### config.mk
export PLATFORM = sky130hd
export DESIGN_NAME = demux_stream
export DESIGN_NICKNAME = d
export VERILOG_FILES = /design/src/rtl/stream_pkg.sv /design/src/rtl/demux_chan_reg.sv /design/src/rtl/demux_stream.sv
export SDC_FILE = /design/constraint.sdc
export NUM_CORES = 1
export LEC_CHECK = 0
export CORE_MARGIN = 4
export CORE_UTILIZATION = 59
export CTS_CLUSTER_DIAMETER = 150
export DETAILED_ROUTE_END_ITERATION = 8
export DONT_BUFFER_PORTS = 1
export PLACE_DENSITY_LB_ADDON = 0.2
export SLEW_MARGIN = 15
export SYNTH_ARGS = -nofsm -noshare
export SYNTH_HDL_FRONTEND = slang
export SYNTH_SLANG_ARGS = --single-unit
### constraint.sdc
create_clock -name piClk -period 2.4 [get_ports piClk]
set_clock_uncertainty 0.05 [all_clocks]
set_input_delay 0.48 -clock piClk [delete_from_list [all_inputs] [get_ports piClk]]
set_output_delay 0.48 -clock piClk [all_outputs]
set_load 0.01 [all_outputs]
### src/rtl/stream_pkg.sv
// Shared constants and elaboration helpers for the stream blocks.
package stream_pkg;

    localparam int MAX_CH = 16;

    // Smallest width that can index 'value' distinct items.
    function automatic int clog2(input int value);
        int result;
        result = 0;
        for (int i = 0; i < 31; i++) begin
            if ((1 << i) < value) begin
                result = i + 1;
            end
        end
        return result;
    endfunction

endpackage

### src/rtl/demux_chan_reg.sv
// One-entry output register for a single demux channel.
// A load wins over a drain on the same edge; the data field keeps the last loaded word.
module demux_chan_reg #(
    parameter int DATA_W = 4
) (
    input  logic              clk_i,
    input  logic              rst_ni,
    input  logic              load_i,
    input  logic [DATA_W-1:0] data_i,
    input  logic              ready_i,
    output logic              valid_o,
    output logic [DATA_W-1:0] data_o
);

    logic              valid_q;
    logic              valid_d;
    logic [DATA_W-1:0] data_q;
    logic [DATA_W-1:0] data_d;

    always_comb begin
        valid_d = valid_q;
        data_d  = data_q;
        if (load_i) begin
            valid_d = 1'b1;
            data_d  = data_i;
        end else if (ready_i) begin
            valid_d = 1'b0;
        end
    end

    always_ff @(posedge clk_i or negedge rst_ni) begin
        if (!rst_ni) begin
            valid_q <= 1'b0;
            data_q  <= '0;
        end else begin
            valid_q <= valid_d;
            data_q  <= data_d;
        end
    end

    assign valid_o = valid_q;
    assign data_o  = data_q;

endmodule

### src/rtl/demux_stream.sv
// Registered 1-to-N stream demultiplexer with unicast/broadcast routing and
// valid/ready back-pressure on every channel.
module demux_stream
    import stream_pkg::*;
#(
    parameter int  DATA_W = 4,
    parameter int  N_CH   = 4,
    localparam int SEL_W  = clog2(N_CH)
) (
    input  logic                   piClk,
    input  logic                   piRst_n,
    input  logic [DATA_W-1:0]      piData,
    input  logic [SEL_W-1:0]       piSel,
    input  logic                   piBcast,
    input  logic                   piValid,
    output logic                   poReady,
    output logic [N_CH*DATA_W-1:0] poData,
    output logic [N_CH-1:0]        poValid,
    input  logic [N_CH-1:0]        piReady,
    output logic                   poErr
);

    logic [N_CH-1:0] selHit;
    logic [N_CH-1:0] canTake;
    logic [N_CH-1:0] loadVec;
    logic            inRange;
    logic            readyRaw;
    logic            accept;
    logic            err_q;
    logic            err_d;

    always_comb begin
        selHit = '0;
        for (int k = 0; k < N_CH; k++) begin
            if (piSel == SEL_W'(k)) begin
                selHit[k] = 1'b1;
            end
        end
    end

    assign inRange = |selHit;
    assign canTake = ~poValid | piReady;

    // Out-of-range unicasts are always swallowed so the producer never deadlocks.
    always_comb begin
        readyRaw = 1'b1;
        if (piBcast) begin
            readyRaw = &canTake;
        end else if (inRange) begin
            readyRaw = |(selHit & canTake);
        end
    end

    assign poReady = piRst_n & readyRaw;
    assign accept  = piValid & poReady;
    assign loadVec = accept ? (piBcast ? {N_CH{1'b1}} : selHit) : '0;
    assign err_d   = accept & ~piBcast & ~inRange;

    always_ff @(posedge piClk or negedge piRst_n) begin
        if (!piRst_n) begin
            err_q <= 1'b0;
        end else begin
            err_q <= err_d;
        end
    end

    assign poErr = err_q;

    for (genvar k = 0; k < N_CH; k++) begin : g_chan
        demux_chan_reg #(
            .DATA_W (DATA_W)
        ) u_chan (
            .clk_i   (piClk),
            .rst_ni  (piRst_n),
            .load_i  (loadVec[k]),
            .data_i  (piData),
            .ready_i (piReady[k]),
            .valid_o (poValid[k]),
            .data_o  (poData[k*DATA_W +: DATA_W])
        );
    end

endmodule

==> Word level (Yosys, flattened, before mapping) <==
Index checks and enable logic that the tools add are counted.
{ "word_totals": {"ramBits": 0, "mem_bits_ro": 0, "memories": 0, "latchBits": 0, "input_bits": 14, "ff_bits": 21} }
{ "classes": {"n_shift": 0, "n_addsub": 0, "n_lt_le_gt_ge": 0, "bitwise_logic": 9, "n_reduce_logical": 8, "muxes": 16, "div_mod_pow": 0, "multipliers": 0, "n_eq_ne": 3} }
{ "ops": {"columns": ["operator", "n"], "rows": [
  ["2-to-1 mux 1 bit", 14],
  ["2-to-1 mux 4 bit", 2],
  ["nonzero test 2 bit", 4],
  ["OR reduction 4 bit", 2],
  ["AND 1 bit", 4],
  ["AND 4 bit", 1],
  ["== test 2 bit (second input constant)", 2],
  ["NOT 4 bit", 1],
  ["bitwise OR 4 bit", 1],
  ["AND reduction 4 bit", 1],
  ["== test 2 x 1 -> 1 bit (second input constant)", 1],
  ["logical NOT 2 bit", 1],
  ["NOT 1 bit", 2]
]} }

==> Depth between registers and ports, before layout <==
{ "logic_depth": {"word_depth": 10, "ltp_mapped": 4, "mapped_depth_nobuf": 4} }

==> Modules after synthesis <==
Synthesis repeated with hierarchy kept, for this count alone.
{ "unflattened": {"hier_cells": 67, "hier_area_um2": 914.6} }
{ "modules_own_cells": {"columns": ["module", "area_per_inst_um2", "n_inst", "seq_area_each_um2", "cells_per_inst"], "rows": [
  ["demux_chan_reg", 182.7, 4, 125.1, 11],
  ["demux_stream", 183.9, 1, 25.0, 23]
]} }

==> Worst setup path after synthesis <==
No wires, ideal clock.
{ "synth_timing": {"kind": "input-to-output", "start": "input piReady[3]", "end": "output poReady", "stages": 3, "required_ns": 1.870, "t_arrival_ns": 1.420, "slack_ns": 0.450, "n_path_buf": 0, "cell_sequence": "nand2b_4 > mux4_2 > o211a_1"} }
{ "synth_via": {"elab_chain_len": 6} }
{ "synth_rtl": {"columns": ["item", "line", "rtl"], "rows": [
  ["start, declared", "demux_stream.sv:19", "input logic [N_CH-1:0] piReady,"],
  ["bitwise OR 4 bit *", "demux_stream.sv:42", "assign canTake = ~poValid | piReady;"],
  ["AND 4 bit", "demux_stream.sv:50", "readyRaw = |(selHit & canTake);"],
  ["OR reduction 4 bit", "demux_stream.sv:50", null],
  ["2-to-1 mux 1 bit", "demux_stream.sv:49", "end else if (inRange) begin"],
  ["2-to-1 mux 1 bit *", "demux_stream.sv:47", "if (piBcast) begin"],
  ["AND 1 bit *", "demux_stream.sv:54", "assign poReady = piRst_n & readyRaw;"],
  ["end, declared", "demux_stream.sv:16", "output logic poReady,"]
]} }
Mark *: on every way between the ends. The rest lies on a longest branch, timed or not.

==> Final worst setup path <==
{ "layout_timing": {"start": "register g_chan[3].u_chan.valid_q", "end": "output poReady"} }
{ "layout_via": {"elab_chain_len": 7} }
{ "layout_rtl": {"columns": ["item", "line", "rtl"], "rows": [
  ["start, declared", "demux_chan_reg.sv:15", "logic valid_q;"],
  ["start signal, assigned", "demux_chan_reg.sv:36", "valid_q <= valid_d;"],
  ["NOT 4 bit *", "demux_stream.sv:42", null],
  ["bitwise OR 4 bit *", "demux_stream.sv:42", null],
  ["AND 4 bit", "demux_stream.sv:50", null],
  ["OR reduction 4 bit", "demux_stream.sv:50", null],
  ["2-to-1 mux 1 bit", "demux_stream.sv:49", null],
  ["2-to-1 mux 1 bit *", "demux_stream.sv:47", null],
  ["AND 1 bit *", "demux_stream.sv:54", null]
]} }
Marks and branches as above.

==> results.py <==
metrics = {
    "floorplan": {
        "die_height_um": 48.39,
        "core_um2": 1524,
        "die_w_um": 48.39,
        "die_area_um2": 2341,
        "start_util_pct": 63.14,
        "rows": 14,
        "ios": 36,
    },
    "logic_synthesis": {
        "synth-compound-area-share_pct": 10.40,
        "synth_cell_types": 17,
        "synth_area_leaders": "dfrtp_1 55%, mux2_2 14%, nand2b_4 5.7%, mux2_1 4.7%, o211ai_2 3.9%",
        "synth_adder_area_share_pct": 0,
        "synthesis.area_um2": 962.2,
        "avgSynthCellArea_um2": 14.36,
        "synth_top_cell_by_area": "dfrtp_1",
        "ys_ff_latch": 21,
        "syn_inst": 67,
        "yosysWarnings": 0,
        "syn_nets": 81,
        "synth_top_family_by_area": "multiplexers",
        "netlist.area_leader.share_pct": 54.62,
        "synthXorXnorAreaFrac_pct": 0,
        "synth_simple_gate_area_share_pct": 10.01,
        "synth_mux_area_share_pct": 21.07,
        "ys_seq_area_share_pct": 54.62,
    },
    "global_route": {
        "grt.total_usage_pct": 14.68,
        "grt_max_degree": 22,
        "grt_pass1_vias": 568,
        "grt_first_pass_wirelength_um": 2656,
        "overflow": 0,
        "antenna_found_initial": 0,
    },
    "critical_path": {
        "r2r_start": "g_chan[3].u_chan.valid_o",
        "worstRegToRegCells": 4,
        "worstPathMaxFanout": 5,
        "r2r_end": "g_chan[1].u_chan.data_o[0]",
        "critPathLaunchType": "register",
        "arrival_ns": 1.67,
        "end_kind": "output pin",
        "cp_data_required_time_ns": 1.87,
        "r2r_slack_ns": 0.40,
        "critPathKind": "register to output pin",
    },
    "timing": {
        "hold_slack_ns": 0.2607,
        "period_share_pct": 91.79,
        "rsz0062_at_grt": "no",
        "max_slew_margin_pct": 36.76,
        "maxClockFrequency_mhz": 453.9,
        "hold_viol": 0,
        "postLayoutSetupSlackWorst_ns": 0.1970,
        "worst_pin_slew_ns": 0.9455,
        "fin_tns_setup_ns": 0,
        "drv_slew": 0,
        "finalSetupViolations": 0,
        "layout_min_cycle_time_ns": 2.203,
    },
    "worst_hold_path": {
        "hp-start": "piData[3]",
        "worstHoldPathCells": 1,
        "min-delay-path-class": "input port to register",
        "hold_end": "g_chan[1].u_chan.data_o[3]",
    },
    "clocking": {
        "ctsRootBufferMaster": "clkbuf_4",
        "clk_latency_ns": 0.29,
        "cts_buffers": 3,
        "clk_pin_slew_ns": 0.11,
        "ctsResizeCount": 0,
        "clock_path_buffers": 2,
        "postCtsHoldBufs": 1,
        "cts_tree": "yes",
        "clock_sinks": 21,
        "post_cts_buffers": 0,
        "htreeDepth": 1,
    },
    "drt": {
        "dr_total_vias": 528,
        "ant_nets": 0,
        "post_drt_wl_per_cell_um": 20.20,
        "drt_drc_violations_left": 0,
        "dr.pass1.iters": 4,
        "initialDrtViolationCount": 3,
        "finalWirelength_um": 1697,
        "via_per_inst": 6.286,
    },
    "pwr": {
        "power_leakage_nw": 0.4476,
        "ir_drop_mv": 0.5595,
        "powerDensity_nw_per_um2": 828.3,
    },
    "job": {
        "maxCapViolations": 0,
    },
    "layout": {
        "drive_gt1_share_pct": 38.24,
        "antenna_cells": 0,
        "final_util_pct": 64.86,
        "final_cells": 84,
        "fin_nets": 83,
        "mostFrequentLayoutCells": "21 x dfrtp_1, 12 x mux2_2, 5 x nand2_1",
        "area_delta_synth_final_pct": 2.731,
        "final_common_cell": "dfrtp_1",
        "fillCellCount": 119,
    },
    "place": {
        "port_buffers": 0,
        "globalplace.congestion": 0.8508,
        "dp.cells": 79,
        "dp_worst_setup_slack_ns": 0.2944,
    },
    "status": {
        "status": "completed",
    },
}
[per-stage QoR]
| step | power, mW | cell area, um^2 |
|---|---|---|
| global placement | 0.6562 | 952.2 |
| finish | 0.8187 | 988.4 |
| detailed placement | 0.6627 | 952.2 |
| CTS | 0.8316 | 988.4 |
| global route | 0.8713 | 988.4 |
| floorplan | 0.6403 | 962.2 |
[worst max path at each step]
stage,start,endpoint,cells past startpoint
4_1_cts,g_chan[3].u_chan.valid_o,poReady,3
3_3_place_gp,piReady[3],g_chan[1].u_chan.data_o[1],4
6_report,g_chan[3].u_chan.valid_o,poReady,3
2_1_floorplan,piReady[3],poReady,3
3_5_place_dp,piReady[3],g_chan[1].u_chan.data_o[0],4
5_1_grt,g_chan[2].u_chan.valid_o,poReady,3
[report_power, final]
part | leakage, nW | total (mW) | switching [mW] | internal [mW]
sequential | 0.253 | 0.534 | 0.0978 | 0.436
combinational | 0.180 | 0.124 | 0.0502 | 0.0738
clock | 0.0150 | 0.161 | 0.0963 | 0.0646
[cell families (layout without fill, tap and decap cells)]
logic type      count (synthesis)  after routing
simple gates                   13             13
mux                            17             17
buf+inv                         5              6
other cells                     1              1
compound gates                 10             10
flops                          21             21
[layout make-up]
class / count / area (um^2) / area share (%)
sequential: 21 / 525.5 / 53.16
multi-input combinational: 41 / 402.9 / 40.76
tap: 16 / 20.02 / 2.025
timing repair buffer: 1 / 10.01 / 1.013
inverter: 1 / 3.754 / 0.3797
clock buffer: 4 / 26.28 / 2.658
[sequential cells by signal (all words and copies together) (netlist names)]
name,flops
g_chan.u_chan.data_o,16
g_chan.u_chan.valid_o,4
poErr,1
[cells in the mapped netlist]
library cell	instances
a41o_2	1
dfrtp_1	21
nand2b_1	2
mux2_2	12
a21oi_1	4
o211ai_4	1
mux2_1	4
o211a_1	1
nand2_1	5
conb_1	1
nand2b_4	4
nor2_1	1
mux4_2	1
o211ai_2	3
buf_4	4
or2_2	1
inv_1	1
[worst max-delay path, cell delays in order, from the launching register on]
cell      delay [ns]
dfrtp_1         0.45
nand2b_4        0.08
mux4_2          0.57
o211a_1         0.29
[routing by layer]
layer / part of all wire (%) / GRT usage [%] / wire length, um
met1: 39 / 16.60 / 665
met2: 50 / 23.70 / 855
met3: 9.5 / 6.748 / 161
met4: 0.82 / 5.991 / 14
met5: 0 / 0 / 0
(Power assumes the default switching activity.)
